--- src/rtl/fetch_prefetch_queue_pkg.sv ---
// Shared types and constants for the instruction-fetch prefetch queue.
package fetch_prefetch_queue_pkg;

  localparam int unsigned WORD_W = 32;

  typedef logic [WORD_W-1:0] word;

  typedef struct packed {
    word pc;
    word inst;
  } fetch_entry_t;

  localparam word RESET_PC_DEFAULT = '0;

endpackage

--- src/rtl/fetch_prefetch_queue_fifo.sv ---
// fetch_fifo: DEPTH-entry registered FIFO holding fetched {pc, inst} entries.
module fetch_fifo
  import fetch_prefetch_queue_pkg::*;
#(
  parameter int unsigned DEPTH = 4,
  parameter int unsigned CNT_W = $clog2(DEPTH + 1),
  parameter type entry_t = fetch_entry_t
) (
  input  logic             clock,
  input  logic             reset,
  input  logic             flush,
  input  logic             push,
  input  entry_t           push_data,
  input  logic             pop,
  output entry_t           head,
  output logic [CNT_W-1:0] count,
  output logic             full,
  output logic             empty
);

  localparam int unsigned AW = $clog2(DEPTH);

  entry_t        mem [DEPTH];
  logic [AW-1:0] rd_ptr;
  logic [AW-1:0] wr_ptr;
  logic          do_push;
  logic          do_pop;

  assign empty   = (count == '0);
  assign full    = (count == CNT_W'(DEPTH));
  assign do_pop  = pop && !empty && !flush;
  assign do_push = push && !flush && (!full || do_pop);
  assign head    = mem[rd_ptr];

  // Storage is cleared on reset so the head reads as zero out of reset.
  always_ff @(posedge clock or posedge reset) begin
    if (reset) begin
      rd_ptr <= '0;
      wr_ptr <= '0;
      count  <= '0;
      for (int i = 0; i < int'(DEPTH); i++) mem[i] <= '0;
    end else if (flush) begin
      rd_ptr <= '0;
      wr_ptr <= '0;
      count  <= '0;
    end else begin
      if (do_push) begin
        mem[wr_ptr] <= push_data;
        wr_ptr      <= wr_ptr + AW'(1);
      end
      if (do_pop) rd_ptr <= rd_ptr + AW'(1);
      count <= count + CNT_W'(do_push) - CNT_W'(do_pop);
    end
  end

endmodule

--- src/rtl/fetch_prefetch_queue.sv ---
// Fetch front end: PC, credit-limited memory requests, redirect/drop control.
// Optional FETCH_PERF_EN adds perf_fetched / perf_dropped / perf_stall counters.
module fetch_prefetch_queue
  import fetch_prefetch_queue_pkg::*;
#(
  parameter int unsigned       XLEN     = 32,
  parameter int unsigned       DEPTH    = 4,
  parameter logic [XLEN-1:0]   RESET_PC = XLEN'(RESET_PC_DEFAULT)
) (
  input  logic            clock,
  input  logic            reset,
`ifdef FETCH_PERF_EN
  output logic [31:0]     perf_fetched,
  output logic [31:0]     perf_dropped,
  output logic [31:0]     perf_stall,
`endif
  output logic            mem_req_valid,
  input  logic            mem_req_ready,
  output logic [XLEN-1:0] mem_req_addr,
  input  logic            mem_rsp_valid,
  input  logic [XLEN-1:0] mem_rsp_data,
  input  logic            redirect_valid,
  input  logic [XLEN-1:0] redirect_addr,
  output logic            dec_valid,
  input  logic            dec_ready,
  output logic [XLEN-1:0] dec_inst,
  output logic [XLEN-1:0] dec_pc,
  output logic [XLEN-1:0] dec_pc_4
);

  localparam int unsigned CNT_W = $clog2(DEPTH + 1);
  localparam int unsigned SUM_W = CNT_W + 1;

  logic [XLEN-1:0]   fetch_pc;
  logic [XLEN-1:0]   rsp_pc;
  logic [XLEN-1:0]   target;
  logic [CNT_W-1:0]  inflight;
  logic [CNT_W-1:0]  drop_cnt;
  logic [CNT_W-1:0]  count;
  logic              full;
  logic              empty;
  logic              issue_ok;
  logic              req_fire;
  logic              discard;
  logic              push;
  logic              pop;
  logic [2*XLEN-1:0] head;

  assign target   = redirect_addr & ~XLEN'(3);
  // Credits cover both buffered entries and requests still in flight.
  assign issue_ok = !full && ((SUM_W'(inflight) + SUM_W'(count)) < SUM_W'(DEPTH));

  assign mem_req_valid = !reset && !redirect_valid && issue_ok;
  assign mem_req_addr  = fetch_pc;
  assign req_fire      = mem_req_valid && mem_req_ready;
  assign discard       = mem_rsp_valid && (redirect_valid || (drop_cnt != '0));
  assign push          = mem_rsp_valid && !discard;
  assign pop           = dec_valid && dec_ready;

  assign dec_valid = !empty;
  assign dec_pc    = head[2*XLEN-1:XLEN];
  assign dec_inst  = head[XLEN-1:0];
  assign dec_pc_4  = dec_pc + XLEN'(4);

  fetch_fifo #(
    .DEPTH   (DEPTH),
    .CNT_W   (CNT_W),
    .entry_t (logic [2*XLEN-1:0])
  ) u_fifo (
    .clock     (clock),
    .reset     (reset),
    .flush     (redirect_valid),
    .push      (push),
    .push_data ({rsp_pc, mem_rsp_data}),
    .pop       (pop),
    .head      (head),
    .count     (count),
    .full      (full),
    .empty     (empty)
  );

  // Redirect retargets both PCs and marks everything still in flight as stale.
  always_ff @(posedge clock or posedge reset) begin
    if (reset) begin
      fetch_pc <= RESET_PC;
      rsp_pc   <= RESET_PC;
      inflight <= '0;
      drop_cnt <= '0;
    end else begin
      inflight <= inflight + CNT_W'(req_fire) - CNT_W'(mem_rsp_valid);
      if (redirect_valid) begin
        fetch_pc <= target;
        rsp_pc   <= target;
        drop_cnt <= inflight - CNT_W'(mem_rsp_valid);
      end else begin
        if (req_fire) fetch_pc <= fetch_pc + XLEN'(4);
        if (push) rsp_pc <= rsp_pc + XLEN'(4);
        if (mem_rsp_valid && (drop_cnt != '0)) drop_cnt <= drop_cnt - CNT_W'(1);
      end
    end
  end

`ifdef FETCH_PERF_EN
  always_ff @(posedge clock or posedge reset) begin
    if (reset) begin
      perf_fetched <= '0;
      perf_dropped <= '0;
      perf_stall   <= '0;
    end else begin
      if (push) perf_fetched <= perf_fetched + 32'd1;
      if (discard) perf_dropped <= perf_dropped + 32'd1;
      if (dec_ready && !dec_valid) perf_stall <= perf_stall + 32'd1;
    end
  end
`endif

endmodule

--- config.mk ---
export PLATFORM = sky130hd
export DESIGN_NAME = fetch_prefetch_queue
export DESIGN_NICKNAME = d
export VERILOG_FILES = /design/src/rtl/fetch_prefetch_queue_pkg.sv /design/src/rtl/fetch_prefetch_queue_fifo.sv /design/src/rtl/fetch_prefetch_queue.sv
export SDC_FILE = /design/constraint.sdc
export NUM_CORES = 1
export LEC_CHECK = 0
export ABC_CLOCK_PERIOD_IN_PS = 9690
export CAP_MARGIN = 5
export CORE_MARGIN = 1.5
export CORE_UTILIZATION = 40
export CTS_CLUSTER_DIAMETER = 30
export CTS_CLUSTER_SIZE = 28
export DETAILED_ROUTE_END_ITERATION = 10
export SETUP_SLACK_MARGIN = 0.5
export SLEW_MARGIN = 20
export SYNTH_ARGS = -nofsm -noshare
export SYNTH_HDL_FRONTEND = slang
export SYNTH_SLANG_ARGS = --single-unit
--- constraint.sdc ---
create_clock -name clock -period 9.69 [get_ports clock]
set_input_delay 0.969 -clock clock [delete_from_list [all_inputs] [get_ports clock]]
set_output_delay 0.969 -clock clock [all_outputs]
set_load 0.01 [all_outputs]
Word level (Yosys, flattened, before mapping)
Cells that the tools add are included.

word-level totals
  bits in latches = 0
  register bits = 333
  bits in read-only memories = 0
  input bits = 70
  RAM bits = 0
  word-level logic and storage cells = 76
  memories = 0
  output and inout port bits = 130

cells by class
  reductions and logical operators = 28
  div/mod/pow operators = 0
  mux-type cells = 17
  shifts and indexed selects = 0
  $mul = 0
  eq/ne operators = 1
  $lt $le $gt $ge = 4
  $add $sub $neg = 12
  bitwise operators = 3

operator list
  operator                                             count
  bitwise mux 256 bit                                  1
  two-way mux 64 bit                                   3
  binary-select mux 64 bit (select 2 bit)              1
  demux 64 bit (select 2 bit)                          1
  two-way mux 32 bit                                   4
  adder 32 x 3 -> 32 bit (second input constant)       3
  logical AND 1 bit                                    13
  nonzero test 2 bit                                   5
  two-way mux 3 bit                                    3
  subtractor 3 x 1 -> 3 bit                            3
  two-way mux 2 bit                                    4
  adder 3 x 1 -> 3 bit                                 2
  >= comparator 3 bit (second input constant)          2
  inverter 2 -> 3 bit                                  2
  logical NOT 1 bit                                    5
  adder 2 x 1 -> 2 bit (second input constant)         2
  adder 3 x 3 -> 4 bit                                 1
  < comparator 4 x 3 -> 1 bit (second input constant)  1
  equality test 3 bit (second input constant)          1
  logical NOT 3 bit                                    1
  < comparator 3 x 1 -> 1 bit (second input constant)  1
  nonzero test 3 bit                                   1
  subtractor 3 x 1 -> 3 bit (second input constant)    1
  logical OR 1 bit                                     2
  2 further kinds                                      2

Depth between registers and ports, before layout
Gate-level depths: netlist of run 1.

  depth after elaboration = 10
  mapped depth = 14
  gate-level depth less buffers = 12

Hierarchy
Synthesis of run 1 repeated with hierarchy kept, for this count alone.

second synthesis, totals
  cells, all modules = 1166
  area total of the unflattened synthesis = 16788.6 um2

by module, submodules not included
  module                instances  cells an instance  seq. area each (um2)  area each (um2)
  fetch_fifo            1          666                6581.3                12400.6
  fetch_prefetch_queue  1          500                1651.6                4388.0

Least setup slack after synthesis of run 1
No wires, ideal clock.

  path kind = input port to flip-flop
  from = in reset
  to = reg inflight[2]
  stages on the path = 13
  path buffers = 2
  arrival time = 3291 ps
  library setup time = 123 ps
  required time = 9567 ps
  slack = 6275 ps
  cells stage by stage = or4_4 -> nor4_4 -> and2_1 -> buf_4 -> inv_2 -> clkbuf_1 -> ha_1 -> inv_1 -> ha_1 -> inv_1 -> fa_1 -> xnor2_1 -> xnor2_1

on the way
  cells in the longest elaborated chain, start to end = 6

ends and longest elaborated chain
  what                                RTL line                    source
  from (decl)                         fetch_prefetch_queue.sv:11  input logic reset,
  logical NOT 1 bit (no source line)  n/a
  logical AND 1 bit (2 in a row)      fetch_prefetch_queue.sv:53  assign mem_req_valid = !reset && !redirect_valid && issue_ok;
  logical AND 1 bit                   fetch_prefetch_queue.sv:55  assign req_fire = mem_req_valid && mem_req_ready;
  adder 3 x 1 -> 3 bit                fetch_prefetch_queue.sv:90  inflight <= inflight + CNT_W'(req_fire) - CNT_W'(mem_rsp_valid);
  subtractor 3 x 1 -> 3 bit           fetch_prefetch_queue.sv:90
  to (signal assigned)                fetch_prefetch_queue.sv:90
  to (decl)                           fetch_prefetch_queue.sv:37  logic [CNT_W-1:0] inflight;

Every way passes these cells.
A chain may end at the register's enable or synchronous reset.

Worst setup path after layout of run 1
  from = reg u_fifo.rd_ptr[0]
  to = out dec_pc_4[31]

on the way
  cells in the longest elaborated chain, start to end = 5

ends and longest elaborated chain
  what                                                   RTL line                         source
  from (decl)                                            fetch_prefetch_queue_fifo.sv:24  logic [AW-1:0] rd_ptr;
  from (signal assigned)                                 fetch_prefetch_queue_fifo.sv:51  if (do_pop) rd_ptr <= rd_ptr + AW'(1);
  inverter 2 -> 3 bit (not written as such)              fetch_prefetch_queue_fifo.sv:33  assign head = mem[rd_ptr];
  binary-select mux 64 bit (select 2 bit)                fetch_prefetch_queue_fifo.sv:33
  two-way mux 64 bit (not written as such) (2 in a row)  fetch_prefetch_queue_fifo.sv:33
  adder 32 x 3 -> 32 bit                                 fetch_prefetch_queue.sv:63       assign dec_pc_4 = dec_pc + XLEN'(4);
  to (decl)                                              fetch_prefetch_queue.sv:28       output logic [XLEN-1:0] dec_pc_4

Every way passes these cells. The select of a mux whose other input is x is not followed.

==> impl_results.md, run 1 <==
- R2R depth: 12
- CTS clk-pin slew, worst paths: 0.04 ns
- Lkg Pwr: 0.00901 uW
- Setup Buffers After CTS: 0
- Cell count after synthesis: 1167
- DR iter-0 viols: 547
- Highest cell delay on the worst timing path: 0.90 ns
- # H-tree levels: 3
- Final setup vio count: 0
- CORE AREA: 38600 sq um
- FF+latch count, synth: 321
- Dpl cell area: 18000 sq um
- Critical-path top delay cell: dfrtp_4
- DPL Wire Length: 24900 microns
- CP Cell Sequence: buf_4 > mux4_2 > nand4_1 > or3_1 > nor4_2 > xor2_1 > clkdlybuf4s50_1
- Worst setup SP type: register
- Switch share: 0.288
- RSZ-0062 raised after global routing: no
- M1 WL: 18100 microns
- GRT Overall Usage: 0.196
- Vias in the first global route: 11002
- Slew HR: 0.301
- Maximum clock frequency: 178 MHz
- Site Rows: 72
- DR top layer: met4
- First-pass GRT wire length: 62500 microns
- WP data arrival: 4.65 ns
- Avg WL per Cell: 19.9 microns
- Post-route antenna net violation count: 0
- Post-Syn Area per Cell: 13.5 sq um
- Pre-antenna DRT Iters: 5
- N_diodes: 0
- Die Height: 201 microns
- Root buffer cell: clkbuf_16
- MaxCap Viol Count: 0
- Post-Syn Area: 15700 sq um
- Seq/Total Area, Yosys: 0.512
- Num CTS Buffers: 78
- Die ar.: 40500 sq um
- Kind of critical path: register to primary output
- DR WL met2: 18300 microns
- Final std cell area, no fill: 20700 sq um
- WL met3: 2020 microns
- Fin. Hold Viols: 0
- Critical path fanouts, max: 34
- P_sw: 1850 uW
- Distinct cells, synth: 63
- Logic gate share of total power: 0.297
- CP Capture Type: primary output
- Ys async rst share: 1.00
- Final core occ: 0.535
- Post-CTS Hold Buffers: 0
- Ys Warns: 0
- Clock Power Share: 0.405
- Setup slack of the most critical reg-to-reg path: 5.81 ns
- Crit path required time: 8.72 ns
- Clock Skew: 0.0194 ns
- Post-CTS resize count: 0
- Setup TNS: 0 ns
- Final Critical Period: 5.62 ns
- Final period utilization: 0.580
- Final Non-Filler Cells: 1959
- TritonCTS clock tree: yes
- Initial Util: 0.406
- Max Slew Vio Count: 0
- Vias: 10464
- Internal: 4570 uW
- HP Class: register to register
- Maximum vdd drop: 0.210 mV
- Initial antenna violation count: 0
- WHS Path Cells: 1
- Worst-Skew Late Latency: 0.58 ns
- Gpl congestion: 0.809
- Max Buffers Root-to-Sink: 3
- Worst hold slack: 0.494 ns
- EDFF count, synth: 0
- Ports: 200
- IO Port Bufs: 191
- Largest net degree at the start of global routing: 150
- Flop pwr share: 0.298
- CTS sink cnt: 321
- Ratio of cells with drive above 1 in the final layout: 0.344
- Detail-routed via count per cell: 5.34
- Status: completed
- Grt ovf: 0
- Synth Flop Type: dfrtp_1
- Die width: 201 microns
- Layout Area Growth over Synthesis: 31.7%
- Power per cell area: 310 nW/um^2
- Placed Cells: 1816
- Worst Tran Pin Value: 1.05 ns
- WL final: 39100 microns
- Nets: 1467
- DRC: 0
-- metal layers --
metal  track usage  up-vias
met1         0.271     5413
met5             0        -
met4        0.0666        0
met3        0.0418       52
met2         0.308      270
li1              -     4729
-- flip-flops by register name, indices dropped and copies added, names as in the netlist --
name / flops
drop_cnt: 3
u_fifo.rd_ptr: 2
rsp_pc: 30
u_fifo.wr_ptr: 2
u_fifo.count: 3
inflight: 3
mem_req_addr: 30
u_fifo.mem: 248
-- power groups by stage --
stage / logic, uW / clock network, uW / registers (uW)
final: 1910 / 2600 / 1910
after global routing: 2050 / 2720 / 1960
after CTS: 1940 / 2640 / 1910
after detailed placement: 1930 / 0 / 1930
after global placement: 1910 / 0 / 1910
after floorplan: 1150 / 0 / 1820
-- placed cells by master, fill, tap and decap left out, types with 5 or more instances in the layout --
cell type,n
o21ai_0,26
clkinvlp_4,6
nand3_1,33
clkinv_2,19
bufinv_16,6
nor2_1,27
clkdlybuf4s50_1,190
nor4_2,8
xnor2_1,30
and3_1,10
a21oi_1,5
and4_1,7
inv_1,27
dfrtp_1,319
and2_1,6
or3_1,5
clkbuf_16,78
nand4_1,26
mux4_2,59
nor4_1,10
nand2_1,64
mux2_2,257
o21ai_1,12
buf_4,9
a21o_1,7
nor3_1,21
nor3b_1,5
xor2_1,41
ha_1,17
a221o_1,8
conb_1,6
clkbuf_8,23
-- final cells by class --
| type | instances | area, sq um |
|---|---|---|
| Fill cell | 3213 | 18000 |
| Sequential cell | 321 | 8040 |
| Multi-Input combinational cell | 746 | 7180 |
| Clock buffer | 105 | 2280 |
| Timing Repair Buffer | 201 | 1990 |
| Tap cell | 518 | 648 |
| Clock inverter | 38 | 417 |
| Inverter | 30 | 116 |
-- Yosys cell counts (24+ instances only) --
master	instances	area, sq um
nand4_1	26	163
o21ai_0	26	130
nor2_1	27	101
buf_2	33	165
xor2_1	41	359
xnor2_1	30	263
dfrtp_1	321	8030
mux2_2	257	2890
nand3_1	33	165
inv_1	28	105
clkbuf_1	24	90.1
mux4_2	59	1330
nand2_1	64	240
-- final timing paths --
kind,start,to
setup / recovery,u_fifo.rd_ptr[0]$_DFFE_PP0P_,dec_pc_4[31]
hold / removal,u_fifo.mem[227]$_DFFE_PP0P_,u_fifo.mem[227]$_DFFE_PP0P_
setup reg to reg,inflight[1]$_DFF_PP0_,inflight[2]$_DFF_PP0_
hold reg to reg,u_fifo.mem[227]$_DFFE_PP0P_,u_fifo.mem[227]$_DFFE_PP0P_
max in group asynchronous,reset,u_fifo.mem[85]$_DFFE_PP0P_
min in group asynchronous,reset,drop_cnt[1]$_DFFE_PP0P_
-- kinds of logic (layout without fill, tap and decap cells) --
logic type      count (synthesis)  after routing  synth area share
xor+xnor                       71             71            0.0396
mux                           321            321             0.275
buf+inv                       105            374            0.0326
other cells                     1              6          0.000239
simple gates                  247            247            0.0896
fa+ha+maj                      19             19            0.0161
compound gates                 82             82            0.0351
flops                         321            321             0.512
-- critical path, delay by kind of cell, from the launching register on --
family	cells	cell delay (ns)
xor gates and xnor gates	1	0.17
buffers and inverters	2	1.21
DFF	1	0.90
muxes	1	0.46
and+or+nand+nor	3	1.30
-- metrics by stage --
stage                     worst slack (ns)  power, uW
final                                 4.07       6420
after global routing                  3.75       6730
after CTS                             3.93       6500
after detailed placement              4.53       3860
after global placement                4.52       3820
after floorplan                       4.44       2970
Power figures use the tool's default switching activity.
==> run 2: changes to the inputs <==
--- a/config.mk
+++ b/config.mk
@@ -5,7 +5,7 @@
 export SDC_FILE = /design/constraint.sdc
 export NUM_CORES = 1
 export LEC_CHECK = 0
-export ABC_CLOCK_PERIOD_IN_PS = 9690
+export ABC_CLOCK_PERIOD_IN_PS = 5350
 export CAP_MARGIN = 5
 export CORE_MARGIN = 1.5
 export CORE_UTILIZATION = 40
==> constraint.sdc (replaced) <==
create_clock -name clock -period 5.35 [get_ports clock]
set_input_delay 0.535 -clock clock [delete_from_list [all_inputs] [get_ports clock]]
set_output_delay 0.535 -clock clock [all_outputs]
set_load 0.01 [all_outputs]
==> run 2 against run 1 <==
  * Flip-flop and latch count unchanged
  * Cell count up 0.31%
  * Global-route usage up 0.24 points
  * Clock-buffer cell count up 13
  * Highest routed layer unchanged
  * Largest power group unchanged
  * Critical endpoint unchanged
==> impl_results.md, run 2 (synthesis results as in run 1) <==
- CP Cell Sequence: buf_4 > mux4_2 > nand4_1 > or3_1 > nor4_2 > xor2_1 > clkdlybuf4s50_1
- WP buf/inv: 2 (unchanged)
- WL final: 39200 microns (+0.31%)
- Final std cell area, no fill: 20900 sq um (+1.3%)
- Nets: 1473 (+0.41%)
- Highest cell delay on the worst timing path: 0.63 ns (-0.27 ns)
- Post-CTS Hold Buffers: 0 (unchanged)
- Commonest non-fill, non-tap cell in the layout: dfrtp_1
- CTS clk-pin slew, worst paths: 0.04 ns (about the same)
- Worst Tran Pin Value: 0.952 ns (-0.0965 ns)
- Avg WL per Cell: 19.9 microns (about the same)
- Max Buffers Root-to-Sink: 3 (unchanged)
- PnR worst setup slack: 0.809 ns (-3.26 ns)
- Final period utilization: 0.849
- RSZ-0062 raised after global routing: no
- Kind of critical path: register to primary output
- Ratio of cells with drive above 1 in the final layout: 0.343 (-0.00143)
- Max FFs per register: 248 (unchanged)
- HP Class: register to register
- Number of fill cells: 3239 (+0.81%)
- Post-route antenna net violation count: 0 (unchanged)
- TritonCTS clock tree: yes
- Fin. Hold Viols: 0 (unchanged)
- DR iter-0 viols: 531 (-2.9%)
- Root buffer cell: clkbuf_16
- Num CTS Buffers: 81 (+3.8%)
- Die width: 201 microns (unchanged)
- Post-CTS resize count: 0 (unchanged)
- Ports: 200 (unchanged)
- Pre-antenna DRT Iters: 5 (unchanged)
- Final setup vio count: 0 (unchanged)
- Max Slew Vio Count: 0 (unchanged)
- Setup TNS: 0 ns (unchanged)
- Slew HR: 0.364 (+0.0627)
- Register area: 8040 sq um (unchanged)
- Largest net degree at the start of global routing: 167 (+11%)
- Setup Buffers After CTS: 0 (unchanged)
- Initial Util: 0.406 (unchanged)
- Status: completed
- Layout Area Growth over Synthesis: 33.3%
- CORE AREA: 38600 sq um (unchanged)
- Worst setup SP type: register
- Commonest cells after routing, fill and taps aside: dfrtp_1 (319), mux2_2 (257), clkdlybuf4s50_1 (190)
- First-pass GRT wire length: 63300 microns (+1.2%)
- Vias in the first global route: 11142 (+1.3%)
- IO Port Bufs: 191 (unchanged)
- Lkg Pwr: 0.00913 uW (+1.3%)
- DRC: 0 (unchanged)
- Pwr Total: 11900 uW (+86%)
- # H-tree levels: 3 (unchanged)
- Pre-CTS WS: 1.30 ns (-3.23 ns)
- Biggest register: u_fifo.mem
- Vias: 10481 (+0.16%)
- CP Capture Type: primary output
- DPL Wire Length: 25000 microns (about the same)
- Grt ovf: 0 (unchanged)
- Gpl congestion: 0.798 (-1.2%)
- Final Critical Period: 4.54 ns
- Initial antenna violation count: 0 (unchanged)
- Area of the multi-input gates: 7180 sq um (unchanged)
- Dpl cell area: 18100 sq um (+0.47%)
- Critical path fanouts, max: 28 (-18%)
- N_diodes: 0 (unchanged)
- MaxCap Viol Count: 0 (unchanged)
- Clock Skew: 0.0232 ns (+0.00372 ns)
- Critical path's top delay family: simple AND/OR/NAND/NOR gates
- Maximum clock frequency: 220 MHz
- Detail-routed via count per cell: 5.33 (-0.14%)
- Crit path required time: 4.82 ns (-3.90 ns)
- Critical-path top delay cell: or3_1
- CTS sink cnt: 321 (unchanged)
- Die Height: 201 microns (unchanged)
- Final core occ: 0.542 (+0.00670)
- GRT Overall Usage: 0.199 (+0.00239)
- Die ar.: 40500 sq um (unchanged)
- Worst-Skew Late Latency: 0.57 ns (about the same)
- Power per cell area: 570 nW/um^2 (+84%)
- Site Rows: 72 (unchanged)
- WP data arrival: 4.01 ns (-0.64 ns)
- Maximum vdd drop: 0.361 mV (+72%)
-- run 2: final timing paths --
check,from,endpoint,slack [ns],cells past startpoint
hold / removal,u_fifo.mem[111]$_DFFE_PP0P_,u_fifo.mem[111]$_DFFE_PP0P_,0.50,1
hold reg to reg,u_fifo.mem[111]$_DFFE_PP0P_,u_fifo.mem[111]$_DFFE_PP0P_,0.50,1
setup / recovery,u_fifo.rd_ptr[0]$_DFFE_PP0P_,dec_pc_4[31],0.81,7
min in group asynchronous,reset,inflight[1]$_DFF_PP0_,0.61,3
setup reg to reg,u_fifo.count[1]$_DFF_PP0_,inflight[2]$_DFF_PP0_,1.78,13
max in group asynchronous,reset,u_fifo.mem[193]$_DFFE_PP0P_,3.99,3
-- run 2: worst register-to-register path: stages (launching register included) --
cell and delay (ns):
dfrtp_1 0.45, ha_1 0.22, or4_4 0.49, nor4_4 0.15
buf_4 0.23, and2_1 0.34, inv_2 0.32, ha_1 0.37
inv_1 0.05, ha_1 0.13, inv_1 0.05, fa_1 0.38
xnor2_1 0.15, xnor2_1 0.12
-- run 2: through the flow --
stage	hold WS, ns	instances
floorplan	0.472	1172
global placement	0.482	1819
detailed placement	0.490	1819
CTS	0.499	1965
global route	0.508	1965
finish	0.497	1965
-- run 2: report_power, final --
part	internal [uW]	switching, uW
logic	2010	1520
clock network	3610	1400
registers	3010	379
-- run 2: final cells by class --
| type | instances | share of cell area |
|---|---|---|
| sequential | 321 | 0.384 |
| clock inverter | 28 | 0.0182 |
| timing repair buffer | 204 | 0.0993 |
| multi-input combinational | 746 | 0.343 |
| inverter | 30 | 0.00556 |
| tap | 518 | 0.0310 |
| clock buffer | 118 | 0.119 |
-- run 2: routing by layer --
metal,track usage,vias to the layer above,part of all wire
met5,0,-,0
met3,0.0411,62,0.045
met2,0.310,242,0.47
met1,0.274,5440,0.46
met4,0.0720,0,0.022
li1,-,4737,-
